### src/rtl/unidade_entrada_saida_pkg.sv
// Shared definitions for the I/O stage:
//   - display FSM state encoding
//   - seven-segment constants: blank pattern and the 0-9 digit table
//   - BCD nibble-adjust helper used by the double-dabble converter
package entrada_saida_pkg;

  typedef enum logic [1:0] {
    OCIOSO   = 2'b00,
    CONVERTE = 2'b01,
    EXIBE    = 2'b10
  } estadoDisplay_t;

  // Active-low segments, bit order {g,f,e,d,c,b,a}
  localparam logic [6:0] SEG_BLANK = 7'b1111111;

  // Index 9 is listed first because this is a packed [9:0] array
  localparam logic [9:0][6:0] SEG_TABLE = '{
    7'b0010000, 7'b0000000, 7'b1111000, 7'b0000010, 7'b0010010,
    7'b0011001, 7'b0110000, 7'b0100100, 7'b1111001, 7'b1000000
  };

  // Double-dabble correction: a nibble >= 5 becomes >= 10 after the shift,
  // so add 3 beforehand to carry into the next decimal digit
  function automatic logic [3:0] ajustaBcd(input logic [3:0] n);
    return (n >= 4'd5) ? n + 4'd3 : n;
  endfunction

  function automatic logic [6:0] codificaDigito(input logic [3:0] d);
    return (d <= 4'd9) ? SEG_TABLE[d] : SEG_BLANK;
  endfunction

endpackage

### src/rtl/unidade_entrada_saida_if.sv
// Handshake/data bundle between the control unit and the I/O stage.
//   master (control unit): drives sinalIn, sinalDisplay, dadoSaida
//   slave  (I/O stage)   : drives confirmaEntrada, dadoEntrada
interface unidade_entrada_saida_if #(
  parameter int DATA_WIDTH = 16
);
  logic                  sinalIn;
  logic                  sinalDisplay;
  logic [DATA_WIDTH-1:0] dadoSaida;
  logic                  confirmaEntrada;
  logic [DATA_WIDTH-1:0] dadoEntrada;

  modport master (
    output sinalIn, sinalDisplay, dadoSaida,
    input  confirmaEntrada, dadoEntrada
  );

  modport slave (
    input  sinalIn, sinalDisplay, dadoSaida,
    output confirmaEntrada, dadoEntrada
  );
endinterface

### src/rtl/unidade_entrada_saida_debouncer.sv
// Confirm-button conditioning: 2-flop synchronizer, stability counter and
// rising-edge pulse generator.
//   clock, reset : system clock, synchronous active-high reset
//   botaoRaw     : raw asynchronous button, 1 = pressed
//   pulso        : one-cycle pulse per accepted press (none on release)
module debouncer_botao #(
  parameter int DEBOUNCE_CYCLES = 50000
) (
  input  logic clock,
  input  logic reset,
  input  logic botaoRaw,
  output logic pulso
);
  localparam int CW = $clog2(DEBOUNCE_CYCLES + 1);

  logic          sync1, sync2;
  logic          nivel;
  logic [CW-1:0] contador;

  always_ff @(posedge clock) begin
    if (reset) begin
      sync1    <= 1'b0;
      sync2    <= 1'b0;
      nivel    <= 1'b0;
      contador <= '0;
      pulso    <= 1'b0;
    end else begin
      sync1 <= botaoRaw;
      sync2 <= sync1;
      pulso <= 1'b0;
      if (sync2 == nivel) begin
        contador <= '0;
      end else if (contador == CW'(DEBOUNCE_CYCLES - 1)) begin
        // This increment would reach DEBOUNCE_CYCLES: accept the new level
        nivel    <= sync2;
        contador <= '0;
        pulso    <= sync2;   // only the 0->1 transition pulses
      end else begin
        contador <= contador + 1'b1;
      end
    end
  end

endmodule

### src/rtl/unidade_entrada_saida.sv
// Peripheral I/O stage next to the multicycle control unit.
//   clock, reset      : system clock, synchronous active-high reset
//   botaoRaw          : raw confirm button -> debounced confirmaEntrada pulse
//   chaves            : switch word, captured into dadoEntrada on a pulse during IN
//   cpu (slave)       : sinalIn/sinalDisplay/dadoSaida in, confirmaEntrada/dadoEntrada out
//   aguardandoEntrada : LED, registered copy of sinalIn
//   displayBusy       : serial conversion in progress
//   segmentos         : NUM_DIGITS active-low 7-seg digits, digit 0 least significant
//   sinalNegativo     : minus-sign LED
module unidade_entrada_saida
  import entrada_saida_pkg::*;
#(
  parameter int DATA_WIDTH      = 16,
  parameter int NUM_DIGITS      = 5,
  parameter int DEBOUNCE_CYCLES = 50000
) (
  input  logic                    clock,
  input  logic                    reset,
  input  logic                    botaoRaw,
  input  logic [DATA_WIDTH-1:0]   chaves,
  unidade_entrada_saida_if.slave  cpu,
  output logic                    aguardandoEntrada,
  output logic                    displayBusy,
  output logic [7*NUM_DIGITS-1:0] segmentos,
  output logic                    sinalNegativo
);
  localparam int BW = 4 * NUM_DIGITS;
  localparam int CW = $clog2(DATA_WIDTH + 1);
  localparam logic [7*NUM_DIGITS-1:0] SEG_RESET = {{(NUM_DIGITS-1){SEG_BLANK}}, SEG_TABLE[0]};

  // ---------------- button and input capture ----------------
  debouncer_botao #(.DEBOUNCE_CYCLES(DEBOUNCE_CYCLES)) uDebouncer (
    .clock    (clock),
    .reset    (reset),
    .botaoRaw (botaoRaw),
    .pulso    (cpu.confirmaEntrada)
  );

  always_ff @(posedge clock) begin
    if (reset) begin
      cpu.dadoEntrada   <= '0;
      aguardandoEntrada <= 1'b0;
    end else begin
      aguardandoEntrada <= cpu.sinalIn;
      if (cpu.confirmaEntrada && cpu.sinalIn)
        cpu.dadoEntrada <= chaves;
    end
  end

  // ---------------- display conversion ----------------
  estadoDisplay_t        estado, proxEstado;
  logic [DATA_WIDTH-1:0] mag, proxMag;
  logic [BW-1:0]         bcd, proxBcd, bcdAjustado;
  logic [CW-1:0]         contShift, proxCont;
  logic                  neg, proxNeg;
  logic                  atualiza;
  logic [7*NUM_DIGITS-1:0] segCalc;

  always_comb begin
    proxEstado = estado;
    proxMag    = mag;
    proxBcd    = bcd;
    proxCont   = contShift;
    proxNeg    = neg;
    atualiza   = 1'b0;
    for (int i = 0; i < NUM_DIGITS; i++)
      bcdAjustado[4*i +: 4] = ajustaBcd(bcd[4*i +: 4]);

    if (cpu.sinalDisplay) begin
      // New request wins in every state, including an ongoing conversion.
      // Negating the most negative value yields 2^(DATA_WIDTH-1), which is
      // the correct unsigned magnitude.
      proxNeg    = cpu.dadoSaida[DATA_WIDTH-1];
      proxMag    = cpu.dadoSaida[DATA_WIDTH-1] ? -cpu.dadoSaida : cpu.dadoSaida;
      proxBcd    = '0;
      proxCont   = CW'(DATA_WIDTH);
      proxEstado = CONVERTE;
    end else if (estado == CONVERTE) begin
      if (contShift != '0) begin
        {proxBcd, proxMag} = {bcdAjustado, mag} << 1;
        proxCont           = contShift - 1'b1;
      end else begin
        atualiza   = 1'b1;
        proxEstado = EXIBE;
      end
    end
  end

  // Leading-zero blanking: scan from the top digit; digit 0 always shown
  always_comb begin
    logic visto;
    visto   = 1'b0;
    segCalc = '0;
    for (int i = NUM_DIGITS - 1; i >= 0; i--) begin
      if (bcd[4*i +: 4] != 4'd0) visto = 1'b1;
      segCalc[7*i +: 7] = (visto || i == 0) ? codificaDigito(bcd[4*i +: 4]) : SEG_BLANK;
    end
  end

  always_ff @(posedge clock) begin
    if (reset) begin
      estado        <= OCIOSO;
      mag           <= '0;
      bcd           <= '0;
      contShift     <= '0;
      neg           <= 1'b0;
      displayBusy   <= 1'b0;
      segmentos     <= SEG_RESET;
      sinalNegativo <= 1'b0;
    end else begin
      estado      <= proxEstado;
      mag         <= proxMag;
      bcd         <= proxBcd;
      contShift   <= proxCont;
      neg         <= proxNeg;
      displayBusy <= (proxEstado == CONVERTE);
      if (atualiza) begin
        segmentos     <= segCalc;
        sinalNegativo <= neg && (bcd != '0);   // never show "-0"
      end
    end
  end

endmodule
### src/flat_wrapper.sv
// flat-port wrapper written by rule: the top's interface ports become plain ports
module unidade_entrada_saida_flat import entrada_saida_pkg::*;
#(
  parameter int DATA_WIDTH      = 16,
  parameter int NUM_DIGITS      = 5,
  parameter int DEBOUNCE_CYCLES = 50000
)
  (clock, reset, botaoRaw, chaves, aguardandoEntrada, displayBusy, segmentos, sinalNegativo, cpu_sinalIn, cpu_sinalDisplay, cpu_dadoSaida, cpu_confirmaEntrada, cpu_dadoEntrada);
  unidade_entrada_saida_if #(.DATA_WIDTH(DATA_WIDTH)) cpu_i ();
  input  logic clock;
  input  logic reset;
  input  logic botaoRaw;
  input  logic [DATA_WIDTH-1:0] chaves;
  output logic aguardandoEntrada;
  output logic displayBusy;
  output logic [7*NUM_DIGITS-1:0] segmentos;
  output logic sinalNegativo;
  input wire logic [$bits(cpu_i.sinalIn)-1:0] cpu_sinalIn;
  input wire logic [$bits(cpu_i.sinalDisplay)-1:0] cpu_sinalDisplay;
  input wire logic [$bits(cpu_i.dadoSaida)-1:0] cpu_dadoSaida;
  output wire logic [$bits(cpu_i.confirmaEntrada)-1:0] cpu_confirmaEntrada;
  output wire logic [$bits(cpu_i.dadoEntrada)-1:0] cpu_dadoEntrada;
  assign cpu_i.sinalIn = cpu_sinalIn;
  assign cpu_i.sinalDisplay = cpu_sinalDisplay;
  assign cpu_i.dadoSaida = cpu_dadoSaida;
  assign cpu_confirmaEntrada = cpu_i.confirmaEntrada;
  assign cpu_dadoEntrada = cpu_i.dadoEntrada;
  unidade_entrada_saida #(.DATA_WIDTH(DATA_WIDTH), .NUM_DIGITS(NUM_DIGITS), .DEBOUNCE_CYCLES(DEBOUNCE_CYCLES)) u_core (.clock(clock), .reset(reset), .botaoRaw(botaoRaw), .chaves(chaves), .cpu(cpu_i), .aguardandoEntrada(aguardandoEntrada), .displayBusy(displayBusy), .segmentos(segmentos), .sinalNegativo(sinalNegativo));
endmodule
### config.mk
export PLATFORM = sky130hd
export DESIGN_NAME = unidade_entrada_saida_flat
export DESIGN_NICKNAME = d
export VERILOG_FILES = /design/src/rtl/unidade_entrada_saida_pkg.sv /design/src/rtl/unidade_entrada_saida_if.sv /design/src/rtl/unidade_entrada_saida_debouncer.sv /design/src/rtl/unidade_entrada_saida.sv /design/src/flat_wrapper.sv
export SDC_FILE = /design/constraint.sdc
export NUM_CORES = 1
export LEC_CHECK = 0
export ABC_AREA = 1
export CORE_ASPECT_RATIO = 1.5
export CORE_MARGIN = 2
export CORE_UTILIZATION = 55
export CTS_CLUSTER_SIZE = 25
export DETAILED_ROUTE_END_ITERATION = 8
export PLACE_DENSITY = 0.79
export SETUP_SLACK_MARGIN = 0.5
export SLEW_MARGIN = 20
export SYNTH_ARGS = -nofsm -noshare
export SYNTH_HDL_FRONTEND = slang
export SYNTH_HIERARCHICAL = 1
export SYNTH_SLANG_ARGS = --single-unit
### constraint.sdc
create_clock -name clock -period 3.73 [get_ports clock]
set_input_delay 0.5595 -clock clock [delete_from_list [all_inputs] [get_ports clock]]
set_output_delay 0.5595 -clock clock [all_outputs]
set_load 0.02 [all_outputs]
==> results of run 1 <==
[power by group]
part | total, mW | leakage, nW | switching [mW] | internal [mW]
clock | 1.63 | 0.272 | 0.729 | 0.896
sequential | 1.73 | 1.24 | 0.0350 | 1.70
combinational | 0.440 | 2.33 | 0.268 | 0.172
total | 3.80 | 3.85 | 1.03 | 2.77
[cells in the mapped netlist, drive strengths merged, types with 8 or more instances]
library cell and n:
nand2 239, dfxtp 153, nor2 139, inv 109
o21ai 80, nand3 60, a21oi 58, ha 42
nor3 21, buf 17, o22ai 14, clkbuf 13
xor2 12, nand4 10, o31ai 8
[how the worst min path moves through the flow]
stage | to | depth (start not counted) | from
final | u_core/uDebouncer/sync2 | 2 | u_core/uDebouncer/sync1
after global routing | u_core/uDebouncer/sync2 | 2 | u_core/uDebouncer/sync1
after CTS | u_core/uDebouncer/sync2 | 2 | u_core/uDebouncer/sync1
after detailed placement | u_core/uDebouncer/sync2 | 2 | u_core/uDebouncer/sync1
after global placement | u_core/uDebouncer/sync2 | 2 | u_core/uDebouncer/sync1
after floorplan | u_core/uDebouncer/sync2 | 2 | u_core/uDebouncer/sync1
[layer usage]
layer  track usage [%]  vias up
li1                  -     3426
met1              25.7     3092
met2              45.2      125
met3              3.81       40
met4              9.79        0
met5                 0        -
[logic make-up after synthesis]
| logic type | count (synthesis) |
|---|---|
| AND/OR/NAND/NOR | 478 |
| AO/OA/AOI/OAI | 173 |
| flip-flops | 153 |
| buffers and inverters | 143 |
| adder cells (fa/ha/maj) | 42 |
| XOR/XNOR | 15 |
[cells in the final DEF (no fill, tap or decap), drive strengths merged]
master and count:
o21ai 80, a31oi 1, inv 114, nor3b 1, a21oi 58, buf 7, clkbuf 18, nand3b 5
xor2 12, o31ai 8, nor2 139, a221oi 1, nand3 60, a311oi 1, and2 1, a211oi 3
xnor2 3, dfxtp 153, o211ai 5, o221ai 2, clkdlybuf4s50 91, nand4 10, nand2 239, clkinv 10
o22ai 14, nor3 21, or2 2, ha 42, clkinvlp 3
[tightest hold or removal path, delay by kind of cell (launching register included)]
family | cells | cell delay (ps)
flops | 1 | 300
buf+inv | 1 | 40
simple gates | 1 | 30
[layout make-up]
| cell class | count | area share, % |
|---|---|---|
| multi-input combinational | 708 | 42.3 |
| sequential | 153 | 33.8 |
| timing repair buffer | 98 | 10.6 |
| clock buffer | 18 | 4.84 |
| inverter | 113 | 4.73 |
| tap | 162 | 2.24 |
| clock inverter | 14 | 1.48 |
[stage by stage]
step	hold slack (ps)	util, %	area [µm²]
floorplan	388	-	7510
global placement	403	63.4	8490
detailed placement	406	63.4	8490
CTS	417	67.6	9070
global route	425	67.6	9070
finish	413	67.6	9070
==> results, run 1 <==
- Global routing consumed, over all layers together, 23.8% of the routing resources.
- The final worst-path setup slack is 1040 ps.
- The synthesized netlist devotes 1.75% of its cell area to XOR and XNOR gates.
- The total number of nets in the final design is 1170.
- The worst clock skew is 10.1 ps.
- Sorting the synthesized cells by area gives the leading types as sky130_fd_sc_hd__dfxtp_1 41%, sky130_fd_sc_hd__nand2_1 11%, sky130_fd_sc_hd__ha_1 7.0%.
- At the pin with the least slew margin, the transition time is 853 ps.
- The stage delay of the slowest cell on the critical path is 420 ps.
- The post-placement setup slack is 876 ps.
- In this run, placement finished with an instance count of 1234.
- The dominant combinational cell family by area after synthesis is simple AND/OR/NAND/NOR gates.
- Compared with the post-synthesis result, the final layout area differs by 20.7%.
- Setup repair after global routing left no endpoint under its margin.
- The total I/O pin count is 92.
- Summed over all layers, the global routing overflow is 0.
- The number of pins with negative max-slew slack in the final report is 0.
- Of all nets on the critical path, the largest fanout is 36.
- The post-synthesis cell type with the largest combined area is sky130_fd_sc_hd__dfxtp_1.
- The number of sinks handled by clock tree synthesis is 153.
- The number of nets in the synthesized netlist is 1083.
- The floorplan row count is 52.
- The count of cell types in the netlist is 46.
- The pin count of the biggest net entering global routing is 37.
- The worst slew slack as a fraction of its limit is 42.8%.
- The proportion of layout cells with a drive suffix above 1 is 10.1%.
- The first detailed-routing pass took 5 iterations.
- The global-route wire length before repair is 28600 µm.
- The final clock period utilization by the worst path is 72.0%.
- Port buffering added 91 buffers.
- The count of nets left with antenna violations once routing finished came out at 0.
- Detailed placement ended at an HPWL of 12500 µm.
- The path class of the tightest hold or removal check is flop to flop.
- Detailed routing inserted a total of 6683 vias.
- The wire length on met1 is 6800 µm.
- The clock period minus worst slack is 2690 ps.
- The most critical setup path has its startpoint at u_core/contShift[0].
- Overall power consumption after layout is estimated at 3.80 mW.
- The wire length per cell is 13.6 µm.
- Using the TritonRoute via totals, the vias-per-cell ratio works out to 5.28.
- The hold violation total from the final report is 0.
- The slowest stage of the critical path belongs to the cell sky130_fd_sc_hd__inv_4.
- The dominant delay contributor by cell family on the critical path is buffers and inverters.
- The nature of the critical path startpoint is a flop.
- The total number of yosys warnings is 6.
- The initial antenna violation count is 0.
- The final-report setup violation count is 0.
- The total routed wirelength is 17200 µm.
- The number of hold buffers added after CTS was 0.
- The total die area is 14600 µm².
- The highest metal layer with signal wires is met4.
- Among all flip-flop cells after synthesis, the most frequent one is sky130_fd_sc_hd__dfxtp_1.
- No sink is reached through more buffers than the 2 on the longest clock path.
- The CTS tree is yes.
- For this run, design rule violations remaining after detail routing come to 0.
- Across the whole layout, storage elements account for 3060 µm².
- Synthesis produced a netlist whose cell count is 1004.
- The worst-case IR drop observed on VDD is 0.286 mV.
- The number of inserted filler cells in the final layout is 1124.
- The run finished with clean final reports.
- The cell count along the critical path is 13.
- Walking the worst path, the cells encountered are inv_1 > ha_1 > inv_1 > nor3_4 > nand2_4 > nand2_8 > inv_4 > o21ai_0 > a21oi_2 > inv_2 > ha_1 > inv_1 > nor3_1.
- The count of maximum capacitance violations is 0.
- The maximum clock frequency is 372 MHz.
- Adding up every negative setup slack in the final design gives 0 ps.
- The power density of the placed cells is 419 nW/µm².
- The multi-input combinational cells in the finished layout cover a total of 3830 µm².
- The adder-cell area share of the yosys netlist is 7.00%.
- The effective utilization at floorplan is 56.0%.
- For the worst setup path, the data required time is 4050 ps.
- In the synthesized netlist the async set-or-reset flop fraction comes to 0%.
- The kind of capture point of the worst setup path is a flop.
- In this run the number of H-tree levels came out at 4.
- In the synthesized netlist, mux cells make up 0% of the area.
- The final weighted congestion of routability-driven global placement is 0.868.
- The die boundary height is 147 µm.
- The data arrival time of the worst path is 3000 ps.
- The routed design uses 9420 µm of met2 wire.
- The cell that appears most often on the critical path is sky130_fd_sc_hd__inv_1.
- The area fraction in and, or, nand and nor cells after synthesis is 29.2%.
- After synthesis the netlist holds a flip-flop and latch count of 153.
- In this run the biggest area consumer among cell types represents 40.8% of the synthesized area.
- The chip width is 99.4 µm.
- The worst-case reg-to-reg path depth is 13.
- The startpoint-to-endpoint class of the critical path is flop to flop.
- Once the clock tree was built, the resizer swapped 0 gates to a different size.
- The critical path contains buffers and inverters numbering 5 combined.
- The flop-to-flop setup slack is 1040 ps.
- Excluding fillers, the count of instances in the completed layout stands at 1266.
- The diode insertion count for antenna repair is 0.
- The synthesized netlist devotes 13.1% of its cell area to compound gates.
- The area of the core region is 13400 µm².
- The startpoint of the most critical register-to-register path is u_core/contShift[0].
- The sequential cell area fraction in the yosys report is 40.8%.
- The CTS buffer count is 17.
- The number of global-route vias before repair is 6438.
- After clock tree synthesis, the clock-pin slew on the worst setup and hold paths is 70 ps.
- The initial DRC count is 301.
- The area of the mapped netlist is 7510 µm².
- The amount of wire on met3 after detailed routing is 493 µm.
- Yosys mapped a number of flops with a built-in enable equal to 0.
- The clock latency on the worst-skew pair is 420 ps.
- The post-CTS setup repair buffer count is 0.
- CTS placed an instance of sky130_fd_sc_hd__clkbuf_16 at the clock tree root.
- In this run the static leakage power is 3.85 nW.
- The post-synthesis average cell area is 7.48 µm².
(Power assumes the default switching activity.)
==> run 2, diff against run 1 <==
CORE_UTILIZATION = 51   (was 55)
PLACE_DENSITY = 0.77   (was 0.79)
clock period = 2.45 ns   (was 3.73 ns; I/O delays follow)
==> results, run 2 (synthesis results as in run 1) <==
- The global-route wire length before repair came to 29900 µm (+4.7%).
- The number of inserted filler cells in the final layout came to 1059 (-5.8%).
- The number of H-tree levels is 4 (unchanged).
- The CTS buffer count is 17 (unchanged).
- The final worst hold slack is 421 ps (+7.48 ps).
- The die boundary height was 153 µm (+3.7%).
- The cts-stage hold buffer count is 0 (unchanged).
- The global-route congestion overflow total came to 0 (unchanged).
- The count of maximum capacitance violations is 0 (unchanged).
- The proportion of layout cells with a drive suffix above 1 came to 23.5% (+13 points).
- The data arrival time of the worst path came to 2540 ps (-460 ps).
- The final worst-path setup slack is 251 ps (-794 ps).
- The detailed-placement wirelength estimate is 12600 µm (+0.17%).
- The startpoint-to-endpoint class of the critical path is flop to flop.
- The tree is rooted in a sky130_fd_sc_hd__clkbuf_16.
- The number of global-route vias before repair was 6695 (+4.0%).
- The number of pins with negative max-slew slack in the final report came to 0 (unchanged).
- The worst IR drop on VDD came to 0.560 mV (+96%).
- The post-route DRC violation count is 0 (unchanged).
- The worst endpoint required time is 2790 ps (-1260 ps).
- The placed standard-cell area came to 8680 µm² (+2.2%).
- The final-report setup violation count is 0 (unchanged).
- The final clock period utilization by the worst path is 89.8% (+18 points).
- The worst clock skew came to 12.9 ps (+2.81 ps).
- The initial DRC count is 469 (+56%).
- The effective utilization at floorplan was 52.0% (-4.1 points).
- The total die area is 15700 µm² (+7.6%).
- The kind of capture point of the worst setup path is a flop.
- The number of buffers on the longest clock path is 2 (unchanged).
- The diode insertion count for antenna repair is 0 (unchanged).
- The area of the core region was 14500 µm² (+7.9%).
- The clock latency on the worst-skew pair was 420 ps (about the same).
- The power density of the placed cells is 610 nW/µm² (+45%).
- The initial antenna violation count is 0 (unchanged).
- The total routed wirelength is 21300 µm (+24%).
- The number of input and output port buffers inserted came to 91 (unchanged).
- STA classifies the critical path startpoint as a flop.
- The relative area change from synthesis to final layout is 37.7%.
- The post-placement setup slack is 83.5 ps (-792 ps).
- The critical-path maximum fanout is 6 (-83%).
- The remaining antenna violation count is 0 (unchanged).
- Setup repair after global routing could not meet its margin everywhere.
- The min-delay analysis places its worst path in the category flop to flop.
- Leaving out fill and tap cells, the most frequent cells in the layout are 196 x sky130_fd_sc_hd__nand2_1, 147 x sky130_fd_sc_hd__dfxtp_1, 120 x sky130_fd_sc_hd__nor2_1.
- The total I/O pin count is 92 (unchanged).
- The worst slew slack as a fraction of its limit is 57.4% (+15 points).
- The number of sinks handled by clock tree synthesis is 153 (unchanged).
- The pin count of the biggest net entering global routing is 45 (+22%).
- The transition time at the pin with the least slew margin is 640 ps (-213 ps).
- The clock period minus worst slack is 2200 ps (-486 ps).
- The maximum clock frequency is 455 MHz (+22%).
- The most common cell after layout, fill and taps aside is sky130_fd_sc_hd__nand2_1.
- The per-cell via count in the routed design is 5.43 (+2.9%).
- The slowest stage of the critical path is the sky130_fd_sc_hd__dfxtp_1 cell.
- The wire length per cell is 15.6 µm (+15%).
- The total via count after detailed routing is 7391 (+11%).
- The number of iterations in the first detailed-routing pass was 5 (unchanged).
- The signal on the critical path passes through inv_1 > ha_1 > inv_1 > nand3_1 > nand2_1 > xor2_1 > nand2_2 > nand3_4 > ha_4 > inv_2 > nand3_1 > a21oi_1.
- The stage delay of the slowest cell on the critical path was 390 ps (-30 ps).
- The clock-pin slew reported for the worst setup and hold paths after clock tree synthesis is 70 ps (about the same).
- The sum of buffers and inverters on the critical path is 3 (-2).
- The dominant delay contributor by cell family on the critical path is simple AND/OR/NAND/NOR gates.
- The final weighted congestion of routability-driven global placement is 0.885 (+1.9%).
- The overall track demand over capacity in global routing was 23.7% (-0.16 points).
- TritonCTS built the clock tree.
- The final-layout setup total negative slack is 0 ps (unchanged).
- The hold violation total from the final report is 0 (unchanged).
- The leakage power figure is 4.31 nW (+12%).
- The final instance area is 10300 µm² (+14%).
- The floorplan row count is 54 (+3.8%).
- The total number of nets in the final design is 1231 (+5.2%).
- The chip width is 103 µm (+3.7%).
- The run finished with clean final reports.
==> run 2: cell count changes in the layout (fill, tap and decap cells not counted), moves of 12 or more <==
| cell | previous run | this run |
|---|---|---|
| sky130_fd_sc_hd__a21oi_1 | 56 | 34 |
| sky130_fd_sc_hd__a21oi_2 | 2 | 23 |
| sky130_fd_sc_hd__buf_4 | 7 | 55 |
| sky130_fd_sc_hd__ha_1 | 42 | 30 |
| sky130_fd_sc_hd__inv_1 | 95 | 83 |
| sky130_fd_sc_hd__nand2_1 | 221 | 196 |
| sky130_fd_sc_hd__nand2_4 | 7 | 20 |
==> run 2: path summary, 6_finish.rpt <==
check	startpoint	cells after the start	to	slack (ps)
max	u_core/bcd[1]	12	flop	250
min	u_core/uDebouncer/sync1	2	u_core/uDebouncer/sync2	420
max reg2reg	u_core/bcd[1]	12	flop	250
min reg2reg	u_core/uDebouncer/sync1	2	u_core/uDebouncer/sync2	420
==> run 2: per-layer routing <==
layer	GRT usage (%)	wire length [µm]
met1	24.4	7810
met2	44.9	11800
met3	4.04	849
met4	10.3	864
met5	0	0
==> run 2: layout make-up <==
class / count / area (µm²) / share of cell area (%)
flip-flops and latches: 153 / 3080 / 29.7
multi-input cells: 709 / 4410 / 42.7
well taps: 196 / 245 / 2.37
repair buffers: 156 / 1480 / 14.3
repair inverters: 2 / 25.0 / 0.242
clock inverters: 14 / 174 / 1.68
inverters: 113 / 488 / 4.72
clock buffers: 18 / 439 / 4.25
==> run 2: tightest hold or removal path, stage by stage (launching register included) <==
cell and delay [ps]:
sky130_fd_sc_hd__dfxtp_1 300, sky130_fd_sc_hd__inv_1 40, sky130_fd_sc_hd__nor2_1 30
==> run 2: power by group <==
part	leakage [nW]	total [mW]	internal (mW)	switching (mW)
Clock	0.300	2.72	1.58	1.14
Sequential	1.25	2.65	2.58	0.0621
Combinational	2.77	0.938	0.390	0.548
==> run 2: through the flow <==
step | utilization [%] | power (mW) | cells
after floorplan | - | 3.16 | 1004
after global placement | 60.0 | 3.37 | 1280
after detailed placement | 60.0 | 3.38 | 1280
after CTS | 66.1 | 6.13 | 1333
after global routing | 71.5 | 6.53 | 1361
final | 71.5 | 6.30 | 1361
==> run 2: what timing repair did <==
item / in CTS / in global routing
gates cloned: 2 / 1
resized for setup: 26 / 138
pin swaps: 10 / 48
setup buffers: 19 / 27
endpoints found under the setup margin: 40 / 65
==> run 3, diff against run 2 <==
RECOVER_POWER = 25   (was not set)
==> results, run 3 (synthesis results as in run 1) <==
- The flow ran to the end, and the final reports show no timing, DRC or antenna violations.
- The proportion of layout cells with a drive suffix above 1 is 23.0% (-0.52 points).
- The worst IR drop on VDD is 0.559 mV (-0.23%).
- Broken down by cell family, the worst path's largest delay share belongs to buffers and inverters.
- The worst endpoint required time is 2750 ps (-40 ps).
- The number of buffers on the longest clock path is 2 (unchanged).
- The hold violation total from the final report came to 0 (unchanged).
- Setup repair after global routing could not meet its margin everywhere.
- The final standard cell count with taps included and fillers excluded is 1361 (unchanged).
- The transition time at the pin with the least slew margin came to 853 ps (+213 ps).
- The total routed wirelength is 21300 µm (about the same).
- The worst clock skew is 10.4 ps (-2.50 ps).
- The kind of capture point of the worst setup path is a flop.
- The overall track demand over capacity in global routing is 23.7% (unchanged).
- The data arrival time of the worst path is 2550 ps (about the same).
- The cell count after placement is 1280 (unchanged).
- The total via count after detailed routing came to 7401 (+0.14%).
- The global routing met1 resource utilization is 24.4% (unchanged).
- The initial antenna violation count is 0 (unchanged).
- The critical path goes through clkdlybuf4s50_1 > clkbuf_1 > inv_1 > buf_4 > a221oi_1.
- The remaining antenna violation count is 0 (unchanged).
- The relative area change from synthesis to final layout is 37.2%.
- The cell count of the worst hold path was 2 (unchanged).
- The global-route congestion overflow total is 0 (unchanged).
- The cts-stage hold buffer count came to 0 (unchanged).
- The number of iterations in the first detailed-routing pass was 5 (unchanged).
- The met2 track utilization from global routing was 44.9% (unchanged).
- The area of the core region is 14500 µm² (unchanged).
- The diode insertion count for antenna repair is 0 (unchanged).
- The sum of buffers and inverters on the critical path is 4 (+1).
- The clock latency on the worst-skew pair is 430 ps (about the same).
- The class of the tightest hold or removal check is flop to flop.
- The maximum clock frequency came to 444 MHz (-2.3%).
- The last element of the critical path is u_core/contShift[4].
- The startpoint of the worst setup timing path is cpu_sinalDisplay.
- The worst-case reg-to-reg path depth is 14 (+2).
- The total die area is 15700 µm² (unchanged).
- The floorplan row count is 54 (unchanged).
- The critical path is of the primary input to flop type.
- The total number of nets in the final design was 1231 (unchanged).
- The stage delay of the slowest cell on the critical path is 620 ps (+230 ps).
- The die boundary height is 153 µm (unchanged).
- The wire length per cell is 15.6 µm (about the same).
- The effective utilization at floorplan is 52.0% (unchanged).
- The cell count along the critical path is 5 (-7).
- The worst slew slack as a fraction of its limit is 43.1% (-14 points).
- The count of maximum capacitance violations is 0 (unchanged).
- The critical path's slowest cell is sky130_fd_sc_hd__clkbuf_1.
- The number of inserted filler cells in the final layout is 1068 (+0.85%).
- The CTS buffer count is 17 (unchanged).
- The critical-path maximum fanout came to 16 (+10).
- The number of H-tree levels was 4 (unchanged).
- The clock-pin slew reported for the worst setup and hold paths after clock tree synthesis was 60 ps (about the same).
- The tree is rooted in a sky130_fd_sc_hd__clkbuf_16.
- The final-layout setup total negative slack is 0 ps (unchanged).
- The nature of the critical path startpoint is a primary input.
- The per-cell via count in the routed design came to 5.44 (+0.14%).
- The number of pins with negative max-slew slack in the final report came to 0 (unchanged).
- The power after layout was 6.30 mW (about the same).
- The leakage power figure is 4.30 nW (-0.22%).
- The flop-to-flop setup slack was 230 ps (-20 ps).
- The number of input and output port buffers inserted came to 91 (unchanged).
- The pin count of the biggest net entering global routing is 45 (unchanged).
- The most common cell after layout, fill and taps aside is sky130_fd_sc_hd__nand2_1.
- The post-route DRC violation count is 0 (unchanged).
- The layer with the highest usage is met2.
- The number of global-route vias before repair is 6695 (unchanged).
- The final-report setup violation count is 0 (unchanged).
- The final weighted congestion of routability-driven global placement is 0.885 (unchanged).
- The number of sinks handled by clock tree synthesis is 153 (unchanged).
- The startpoint of the most critical register-to-register path is u_core/contShift[0].
- The CTS tree is yes.
- The power density of the placed cells came to 612 nW/µm² (+0.33%).
- The area occupied by multi-input gates is 4390 µm² (-0.57%).
- The fraction of the core area covered by cells at the end of the flow is 71.3% (-0.24 points).
- The total I/O pin count is 92 (unchanged).
- Leaving out fill and tap cells, the most frequent cells in the layout are 197 x sky130_fd_sc_hd__nand2_1, 148 x sky130_fd_sc_hd__dfxtp_1, 121 x sky130_fd_sc_hd__nor2_1.
- The met3 track utilization from global routing is 4.04% (unchanged).
- The final clock period utilization by the worst path is 91.9% (+2.1 points).
- The chip width is 103 µm (unchanged).
- The sequential cell area in the final layout is 3070 µm² (-0.12%).
- The global-route wire length before repair came to 29900 µm (unchanged).
- The detailed-placement wirelength estimate came to 12600 µm (unchanged).
- The clock period minus worst slack came to 2250 ps (+51.9 ps).
- The initial DRC count was 433 (-7.7%).
==> run 3: power by group <==
group / internal [mW] / switching, mW
registers: 2.59 / 0.0618
clock network: 1.58 / 1.15
logic: 0.388 / 0.546
total: 4.55 / 1.76
==> run 3: worst min path at each step <==
stage,from,to,slack (ps)
floorplan,u_core/uDebouncer/sync1,u_core/uDebouncer/sync2,390
global placement,u_core/uDebouncer/sync1,u_core/uDebouncer/sync2,400
detailed placement,u_core/uDebouncer/sync1,u_core/uDebouncer/sync2,410
CTS,u_core/uDebouncer/sync1,u_core/uDebouncer/sync2,420
global route,u_core/uDebouncer/sync1,u_core/uDebouncer/sync2,440
finish,u_core/uDebouncer/sync1,u_core/uDebouncer/sync2,420
==> run 3: tightest hold or removal path: cells and delay by family, from the launching register on <==
family	cells	cell delay, ps
and+or+nand+nor	1	30
buffers and inverters	1	50
DFF	1	300
==> run 3: area by class of cell <==
class                      count  area share, %
timing repair inverter         2          0.243
timing repair buffer         156           14.3
multi-input combinational    709           42.6
tap                          196           2.38
sequential                   153           29.8
clock inverter                14           1.69
clock buffer                  18           4.26
inverter                     113           4.73
==> run 3: layer usage <==
| layer | part of all wire (%) | vias up |
|---|---|---|
| li1 | - | 3551 |
| met4 | 4.2 | 0 |
| met5 | 0 | - |
| met1 | 36 | 3515 |
| met2 | 55 | 259 |
| met3 | 4.3 | 76 |
==> run 3: what timing repair did <==
item                                    4_1_cts  5_1_grt
gates cloned                                  2        1
endpoints found under the setup margin       40       65
pin swaps                                    10       48
resized for setup                            26      138
setup buffers                                19       27
==> run 3: metrics by stage <==
stage,hold WS [ps],setup WS [ps],area [µm²]
after CTS,418,486,9560
after global placement,396,175,8680
final,417,199,10300
after detailed placement,408,83.5,8680
after global routing,437,65.8,10300
after floorplan,388,489,7580
